$ cat src/rtl/servo_pkg.sv
// Shared constants and state encoding for the servo position controller.
package servo_pkg;

  // Largest legal angle command in degrees
  localparam int unsigned ANGLE_MAX = 180;

  // Width of the duty_cycle / period datapath
  localparam int unsigned DUTY_W = 32;

  // Controller states
  typedef enum logic [1:0] {
    IDLE = 2'd0,
    LOAD = 2'd1,
    RAMP = 2'd2
  } servo_state_e;

endpackage

$ cat src/rtl/servo_frame_tick.sv
// Free-running frame counter. It asserts tick in the last cycle of each
// PWM frame. Released from reset together with the PWM, so both stay aligned.
module servo_frame_tick #(
  parameter int unsigned PERIOD_CLKS = 500000
) (
  input  logic clk,
  input  logic rst_n,
  output logic tick
);

  localparam int unsigned CNT_W = (PERIOD_CLKS > 1) ? $clog2(PERIOD_CLKS) : 1;
  localparam logic [CNT_W-1:0] LAST = CNT_W'(PERIOD_CLKS - 1);

  logic [CNT_W-1:0] cnt;

  // Count 0..PERIOD_CLKS-1, then wrap
  always_ff @(posedge clk or negedge rst_n) begin
    if (!rst_n) begin
      cnt <= '0;
    end else if (cnt == LAST) begin
      cnt <= '0;
    end else begin
      cnt <= cnt + CNT_W'(1);
    end
  end

  assign tick = (cnt == LAST);

endmodule

$ cat src/rtl/servo_position_ctrl.sv
// Servo angle to PWM duty converter with per-frame slew limiting.
// Handshake: a command transfers on a rising clk edge where cmd_valid and
// cmd_ready are both high; cmd_ready drops only during the one-cycle LOAD.
// duty_cycle changes only on frame ticks, so the PWM never sees a mid-frame edit.
module servo_position_ctrl
  import servo_pkg::*;
#(
  parameter int unsigned PERIOD_CLKS    = 500000,
  parameter int unsigned MIN_PULSE_CLKS = 25000,
  parameter int unsigned STEP_PER_DEG   = 139,
  parameter int unsigned RAMP_STEP      = 500,
  parameter int unsigned INIT_ANGLE     = 90
) (
  input  logic              clk,
  input  logic              rst_n,
  input  logic              cmd_valid,
  output logic              cmd_ready,
  input  logic [7:0]        cmd_angle,
  output logic              cmd_clamped,
  output logic [DUTY_W-1:0] duty_cycle,
  output logic [DUTY_W-1:0] period,
  output logic              busy
);

  localparam logic [DUTY_W-1:0] INIT_DUTY = DUTY_W'(MIN_PULSE_CLKS + INIT_ANGLE * STEP_PER_DEG);
  localparam logic [DUTY_W-1:0] STEP_W    = DUTY_W'(RAMP_STEP);
  localparam logic [7:0]        ANGLE_LIM = 8'(ANGLE_MAX);
  localparam logic [7:0]        INIT_ANG  = 8'(INIT_ANGLE);

  servo_state_e      state;
  logic [7:0]        angle_q;
  logic [DUTY_W-1:0] target;
  logic [DUTY_W-1:0] duty;
  logic              clamp_q;
  logic              tick;
  logic              accept;
  logic [DUTY_W-1:0] new_target;
  logic [DUTY_W-1:0] diff;
  logic [DUTY_W-1:0] duty_step;
  logic [DUTY_W-1:0] duty_next;

  servo_frame_tick #(
    .PERIOD_CLKS(PERIOD_CLKS)
  ) u_frame_tick (
    .clk  (clk),
    .rst_n(rst_n),
    .tick (tick)
  );

  assign period      = DUTY_W'(PERIOD_CLKS);
  assign cmd_ready   = (state != LOAD);
  assign accept      = cmd_valid && cmd_ready;
  assign busy        = (state != IDLE);
  assign duty_cycle  = duty;
  assign cmd_clamped = clamp_q;

  // Target pulse width for the latched angle
  assign new_target = DUTY_W'(MIN_PULSE_CLKS) + DUTY_W'(angle_q) * DUTY_W'(STEP_PER_DEG);

  // One slew step toward the current target; lands exactly when close enough
  always_comb begin
    diff      = (target > duty) ? (target - duty) : (duty - target);
    duty_step = target;
    if ((RAMP_STEP != 0) && (diff > STEP_W)) begin
      duty_step = (target > duty) ? (duty + STEP_W) : (duty - STEP_W);
    end
  end

  // Value duty will hold after this edge; LOAD compares against it
  assign duty_next = tick ? duty_step : duty;

  // Controller state: accept wins, LOAD decides IDLE/RAMP, RAMP ends on arrival
  always_ff @(posedge clk or negedge rst_n) begin
    if (!rst_n) begin
      state <= IDLE;
    end else if (accept) begin
      state <= LOAD;
    end else begin
      case (state)
        LOAD:    state <= (new_target == duty_next) ? IDLE : RAMP;
        RAMP:    if (tick && (duty_step == target)) state <= IDLE;
        default: state <= state;
      endcase
    end
  end

  // Latch the clamped angle and flag out-of-range commands
  always_ff @(posedge clk or negedge rst_n) begin
    if (!rst_n) begin
      angle_q <= INIT_ANG;
      clamp_q <= 1'b0;
    end else begin
      clamp_q <= accept && (cmd_angle > ANGLE_LIM);
      if (accept) begin
        angle_q <= (cmd_angle > ANGLE_LIM) ? ANGLE_LIM : cmd_angle;
      end
    end
  end

  // Target is rewritten only in LOAD
  always_ff @(posedge clk or negedge rst_n) begin
    if (!rst_n) begin
      target <= INIT_DUTY;
    end else if (state == LOAD) begin
      target <= new_target;
    end
  end

  // Duty steps on frame ticks toward whatever target is current at that tick
  always_ff @(posedge clk or negedge rst_n) begin
    if (!rst_n) begin
      duty <= INIT_DUTY;
    end else if (tick) begin
      duty <= duty_step;
    end
  end

endmodule

$ cat config.mk
export PLATFORM = sky130hd
export DESIGN_NAME = servo_position_ctrl
export DESIGN_NICKNAME = d
export VERILOG_FILES = /design/src/rtl/servo_pkg.sv /design/src/rtl/servo_frame_tick.sv /design/src/rtl/servo_position_ctrl.sv
export SDC_FILE = /design/constraint.sdc
export NUM_CORES = 1
export LEC_CHECK = 0
export ABC_AREA = 0
export BUFFER_PORTS_ARGS = -buffer_cell sky130_fd_sc_hd__buf_2
export CORE_ASPECT_RATIO = 1.4
export CORE_MARGIN = 2
export CORE_UTILIZATION = 45
export DETAILED_ROUTE_END_ITERATION = 10
export GPL_ROUTABILITY_DRIVEN = 0
export MAX_ROUTING_LAYER = met4
export PLACE_DENSITY = 0.63
export SLEW_MARGIN = 10
export SYNTH_ARGS = -nofsm -noshare
export SYNTH_HDL_FRONTEND = slang
export SYNTH_HIERARCHICAL = 1
export SYNTH_SLANG_ARGS = --single-unit
export TNS_END_PERCENT = 50
$ cat constraint.sdc
create_clock -name clk -period 13.7 [get_ports clk]
set_clock_uncertainty 0.1 [all_clocks]
set_input_delay 0.685 -clock clk [delete_from_list [all_inputs] [get_ports clk]]
set_output_delay 0.685 -clock clk [all_outputs]
set_load 0.01 [all_outputs]
# ---- Word level (Yosys, flattened, before mapping)
# Index checks and enable logic that the tools add are counted.
dict set report op_classes {
  eq_ne 7
  n_lt_le_gt_ge 3
  add_sub_neg 6
  n_reduce_logical 6
  mul 1
  muxes 10
}
# op count
set op_table {}
lappend op_table {{two-way mux 32 bit} 4}
lappend op_table {{subtractor 32 bit} 2}
lappend op_table {{adder 32 x 9 -> 32 bit (second input constant)} 1}
lappend op_table {{== test 17 x 32 -> 1 bit} 1}
lappend op_table {{== test 32 bit} 1}
lappend op_table {{> comparator 32 bit} 1}
lappend op_table {{> comparator 32 x 9 -> 1 bit (second input constant)} 1}
lappend op_table {{subtractor 32 x 9 -> 32 bit (second input constant)} 1}
lappend op_table {{adder 19 x 1 -> 19 bit (second input constant)} 1}
lappend op_table {{== test 19 bit (second input constant)} 1}
lappend op_table {{two-way mux 19 bit} 1}
lappend op_table {{adder 15 x 16 -> 17 bit (first input constant)} 1}
lappend op_table {{multiplier 8 x 8 -> 16 bit (second input constant)} 1}
lappend op_table {{> comparator 8 bit (second input constant)} 1}
lappend op_table {{two-way mux 8 bit} 1}
lappend op_table {{two-way mux 2 bit} 3}
lappend op_table {{case mux 2 bit (2 select lines)} 1}
lappend op_table {{logical AND 1 bit} 3}
lappend op_table {{inequality test 3 bit (second input constant)} 1}
lappend op_table {{nonzero test 3 bit} 1}
lappend op_table {{== test 2 x 1 -> 1 bit (second input constant)} 1}
lappend op_table {{== test 2 bit (second input constant)} 1}
lappend op_table {{inequality test 2 x 1 -> 1 bit (second input constant)} 1}
lappend op_table {{AND reduction 2 bit} 1}
lappend op_table {{nonzero test 2 bit} 1}
dict set report word_totals {
  out_inout_bits 67
  ff_bits 94
  word_cells 39
}

# ---- Longest topological paths before layout
dict set report depth {
  depth_word 9
  depth_mapped 26
  depth_no_buf 25
}

# ---- By module
# The synthesis kept the hierarchy.
# mod seq_area_each_um2 area_each_um2 cells_each instances
set modules_own_cells {}
lappend modules_own_cells {servo_position_ctrl 1521.5 8624.5 1076 1}
lappend modules_own_cells {servo_frame_tick 475.5 917.1 85 1}

# ---- Worst setup path after synthesis
# OpenSTA, ideal clock, no wires.
dict set report synth_timing {
  kind {flip-flop to flip-flop}
  start {register duty[2], in the netlist duty_cycle[2]}
  end {register state[1]}
  arrival_ns 6.131
  setup_ns 0.134
  slack_ns 7.335
  path_stages_with_launch 27
  required_time_ns 13.466
  n_path_buf 3
  synth_period_minus_slack_ns 6.365
  path_cell_list {dfstp_2 -> clkbuf_1 -> inv_1 -> ha_1 -> clkbuf_1 -> nand3b_1 -> a211o_1 -> a21oi_1 -> o21ai_1 -> buf_2 -> ha_1 -> a21o_1 -> a21oi_1 -> o31ai_1 -> o41ai_1 -> a21oi_1 -> a221o_1 -> a21o_1 -> a31oi_1 -> o221ai_1 -> o21a_1 -> o21ai_0 -> a21oi_1 -> nor3b_1 -> a211o_1 -> and4bb_1 -> o21bai_1}
}
dict set report synth_via {
  elab_chain_cells 9
}
# element line_no
set synth_rtl {}
lappend synth_rtl {{start, declared} servo_position_ctrl.sv:33} ;# logic [DUTY_W-1:0] duty;
lappend synth_rtl {{start signal, assigned} servo_position_ctrl.sv:114} ;# duty <= duty_step;
lappend synth_rtl {{subtractor 32 bit / > comparator 32 bit (equally long branches)} {servo_position_ctrl.sv:62, servo_position_ctrl.sv:65}}
lappend synth_rtl {{two-way mux 32 bit} servo_position_ctrl.sv:62} ;# diff = (target > duty) ? (target - duty) : (duty - target);
lappend synth_rtl {{> comparator 32 x 9 -> 1 bit} servo_position_ctrl.sv:64} ;# if ((RAMP_STEP != 0) && (diff > STEP_W)) begin
lappend synth_rtl {{two-way mux 32 bit (*)} servo_position_ctrl.sv:64}
lappend synth_rtl {{two-way mux 32 bit (*)} n/a}
lappend synth_rtl {{net duty_next[31]} servo_position_ctrl.sv:40} ;# logic [DUTY_W-1:0] duty_next;
lappend synth_rtl {{== test 17 x 32 -> 1 bit (*)} servo_position_ctrl.sv:80} ;# LOAD: state <= (new_target == duty_next) ? IDLE : RAMP;
lappend synth_rtl {{two-way mux 2 bit (*)} servo_position_ctrl.sv:80}
lappend synth_rtl {{case mux 2 bit (2 select lines) (*)} servo_position_ctrl.sv:79} ;# case (state)
lappend synth_rtl {{two-way mux 2 bit (*)} servo_position_ctrl.sv:76} ;# end else if (accept) begin
lappend synth_rtl {{end signal, assigned} servo_position_ctrl.sv:80}
lappend synth_rtl {{end signal, assigned} servo_position_ctrl.sv:82} ;# default: state <= state;
lappend synth_rtl {{end, declared} servo_position_ctrl.sv:30} ;# servo_state_e state;
# Mark *: on every way through the listed nets, which the timed path passes. The rest lies on a longest branch.
# A chain may end at the register's enable or synchronous reset.

# ---- Worst setup path in the final report
dict set report layout_timing {
  start {register duty[9], in the netlist duty_cycle[9]}
  end {register state[1]}
}
dict set report layout_via {
  elab_chain_cells 9
}
# element line_no
set layout_rtl {}
lappend layout_rtl {{subtractor 32 bit / > comparator 32 bit (equally long branches)} {servo_position_ctrl.sv:62, servo_position_ctrl.sv:65}}
lappend layout_rtl {{two-way mux 32 bit} servo_position_ctrl.sv:62}
lappend layout_rtl {{> comparator 32 x 9 -> 1 bit} servo_position_ctrl.sv:64}
lappend layout_rtl {{two-way mux 32 bit} servo_position_ctrl.sv:64}
lappend layout_rtl {{two-way mux 32 bit} n/a}
lappend layout_rtl {{== test 17 x 32 -> 1 bit} servo_position_ctrl.sv:80}
lappend layout_rtl {{two-way mux 2 bit} servo_position_ctrl.sv:80}
lappend layout_rtl {{case mux 2 bit (2 select lines)} servo_position_ctrl.sv:79}
lappend layout_rtl {{two-way mux 2 bit} servo_position_ctrl.sv:76}
# Several ways; a longest one is shown, not always the timed one.

==> results.sh <==
export IMPL_status="completed"
export IMPL_routed_wl_um=28930
export IMPL_grt_ovfl_total=0
export IMPL_hold_path_class="in -> async"
export IMPL_fmax_mhz=143.2
export IMPL_path_clk_slew_ns=0.07
export IMPL_nets=1314
export IMPL_synth_edf_count=0
export IMPL_rows=63
export IMPL_syn_area_um2=9542
export IMPL_ant_nets=0
export IMPL_syn_to_final_growth_pct=6.596
export IMPL_period_needed_ns=6.984
export IMPL_drv_slew=0
export IMPL_grt_max_degree=71
export IMPL_synthFlopType="dfrtp_1"
export IMPL_ys_types=92
export IMPL_cts_tree="yes"
export IMPL_layout_drive_gt1_share=0.1068
export IMPL_place_ws_ns=6.735
export IMPL_grt_first_pass_wirelength_um=45670
export IMPL_yosysTopAreaCell="dfrtp_1"
export IMPL_hpwl_um=23020
export IMPL_ys_ff_latch=79
export IMPL_cp_required_ns=13.85
export IMPL_wl_per_cell_um=19.96
export IMPL_clock_path_buffers=2
export IMPL_yosys_warnings=6
export IMPL_die_x_um=127.1
export IMPL_end_kind="flop"
export IMPL_muxShareOfSynthArea=0.03291
export IMPL_worstRegToRegCells=22
export IMPL_drc=0
export IMPL_synthAdderAreaFrac=0.1678
export IMPL_start_util=0.4551
export IMPL_rrSetupSlack_ns=6.72
export IMPL_synth_avg_cell_area_um2=8.218
export IMPL_worst_setup_path_type="reg -> reg"
export IMPL_cts_root_buffer="clkbuf_16"
export IMPL_postSynth_asyncResetShare=1.000
export IMPL_arrival_ns=7.13
export IMPL_regToRegStartpoint="duty_cycle[9]$_DFF_PN1_"
export IMPL_clock_sinks=79
export IMPL_holdWs_ns=0.04914
export IMPL_worst_slew_pin_slew_ns=1.079
export IMPL_relSlewSlack=0.2617
export IMPL_period_share=0.5098
export IMPL_synthXorXnorAreaFrac=0.09087
export IMPL_grt_util_all_layers=0.2690
export IMPL_antenna_found_initial=0
export IMPL_seq_area_frac_synth=0.2093
export IMPL_viasPerCell=6.114
export IMPL_critPathMaxFanout=32
export IMPL_synth_top_area_frac=0.1652
export IMPL_cts_htree_levels=3
export IMPL_core_area_um2=20970
export IMPL_holdBufCountCts=0
export IMPL_finalSetupViolCount=0
export IMPL_post_synth_top_count_cell="ha_1"
export IMPL_synth_simple_area_share=0.1974
export IMPL_synth_compound_area_frac=0.2248
export IMPL_fp_dieArea_um2=22400
export IMPL_layout_setup_ws_ns=6.716
export IMPL_drtIter0Drc=760
export IMPL_dieHeight_um=176.3
export IMPL_critPathLaunchType="flop"
export IMPL_cts_resized=0
export IMPL_synth_top_family_by_area="compound AO/OA/AOI/OAI gates"
export IMPL_tns_ns=0
export IMPL_clock_latency_ns=0.36
export IMPL_cts_setup_buffers=0
export IMPL_route_vias_total=8859
export IMPL_synthTopCellsByArea="dfrtp_1 (17%), ha_1 (14%), xnor2_1 (6.7%), dfstp_2 (4.4%), a21oi_1 (4.2%)"
export IMPL_syn_instance_count=1161
export IMPL_synth_commonest_cells="ha_1 (104), nand2_1 (93), nor2_1 (91)"
export IMPL_hold_violations=0
export IMPL_ioPinCount=78
export IMPL_grt_pass1_vias=8515
export IMPL_dr_pass1_iters=6
export IMPL_r2r_end="state[1]$_DFFE_PN0P_"
export IMPL_cap_violations=0
export IMPL_rsz0062_at_grt="no"
export IMPL_port_buffers=45
export IMPL_num_antenna_cells=0
export IMPL_cts_buffers=9
==> layout by cell type (no fill, tap or decap), types with 29 or more instances in the layout <==
master,instances
a21oi_1,81
buf_2,44
conb_1,32
dfrtp_1,63
ha_1,104
inv_1,80
nand2_1,93
nor2_1,91
nor3_1,29
o21ai_0,64
xnor2_1,73
==> worst max-delay path: stages (launching register included) <==
cell and delay (ns):
dfstp_2 0.58, inv_1 0.08, ha_1 0.44, a21oi_1 0.21
o21ai_1 0.12, a2111o_1 0.48, o21ai_4 0.25, buf_4 0.44
ha_1 0.36, and3_1 0.21, o21ai_0 0.07, o31ai_1 0.12
o41ai_1 0.69, a21oi_1 0.22, xnor2_1 0.37, xor2_1 0.12
or4_1 0.53, mux2i_1 0.14, a31oi_1 0.09, a2111oi_0 0.61
nor4b_1 0.35, and4bb_1 0.23, o21bai_1 0.06
==> per-layer routing <==
metal,wire length [µm],global-route usage
met5,0,-
met4,1616,0.1493
met3,1249,0.02636
met2,14650,0.4637
met1,11420,0.3059
==> area by class of cell <==
class | count | area (µm²)
fill | 2077 | 10800
clock inverter | 7 | 81.33
inverter | 82 | 307.8
multi-input combinational | 959 | 6947
tap | 260 | 325.3
timing repair buffer | 53 | 287.8
clock buffer | 9 | 225.2
sequential | 79 | 1997
==> per-stage QoR <==
stage	std cells	instance area, µm²	util
floorplan	1191	9654	-
global placement	1433	9864	0.4705
detailed placement	1433	9864	0.4705
finish	1449	10170	0.4851
CTS	1449	10170	0.4851
global route	1449	10170	0.4851
==> cells by family after synthesis <==
logic type               after synthesis
buffers and inverters                153
adder cells (fa/ha/maj)              119
XOR/XNOR                              99
flip-flops                            79
AND/OR/NAND/NOR                      357
AO/OA/AOI/OAI                        322
multiplexers                          30
other                                  2
==> registers in the layout, indices dropped and copies added (netlist names) <==
name              flops
duty_cycle           32
target               17
state                 2
angle_q               8
u_frame_tick/cnt     19
cmd_clamped           1
==> worst max-delay path by stage <==
stage / startpoint / end
2_1_floorplan: duty_cycle[2]$_DFF_PN1_ / state[1]$_DFFE_PN0P_
3_3_place_gp: duty_cycle[9]$_DFF_PN1_ / state[1]$_DFFE_PN0P_
3_5_place_dp: duty_cycle[9]$_DFF_PN1_ / state[1]$_DFFE_PN0P_
4_1_cts: duty_cycle[9]$_DFF_PN1_ / state[1]$_DFFE_PN0P_
5_1_grt: duty_cycle[9]$_DFF_PN1_ / state[1]$_DFFE_PN0P_
6_report: duty_cycle[9]$_DFF_PN1_ / state[1]$_DFFE_PN0P_
Power is left out: the tool's default activity adds up to more than one toggle a clock period on the data nets, which glitch-free logic cannot reach.
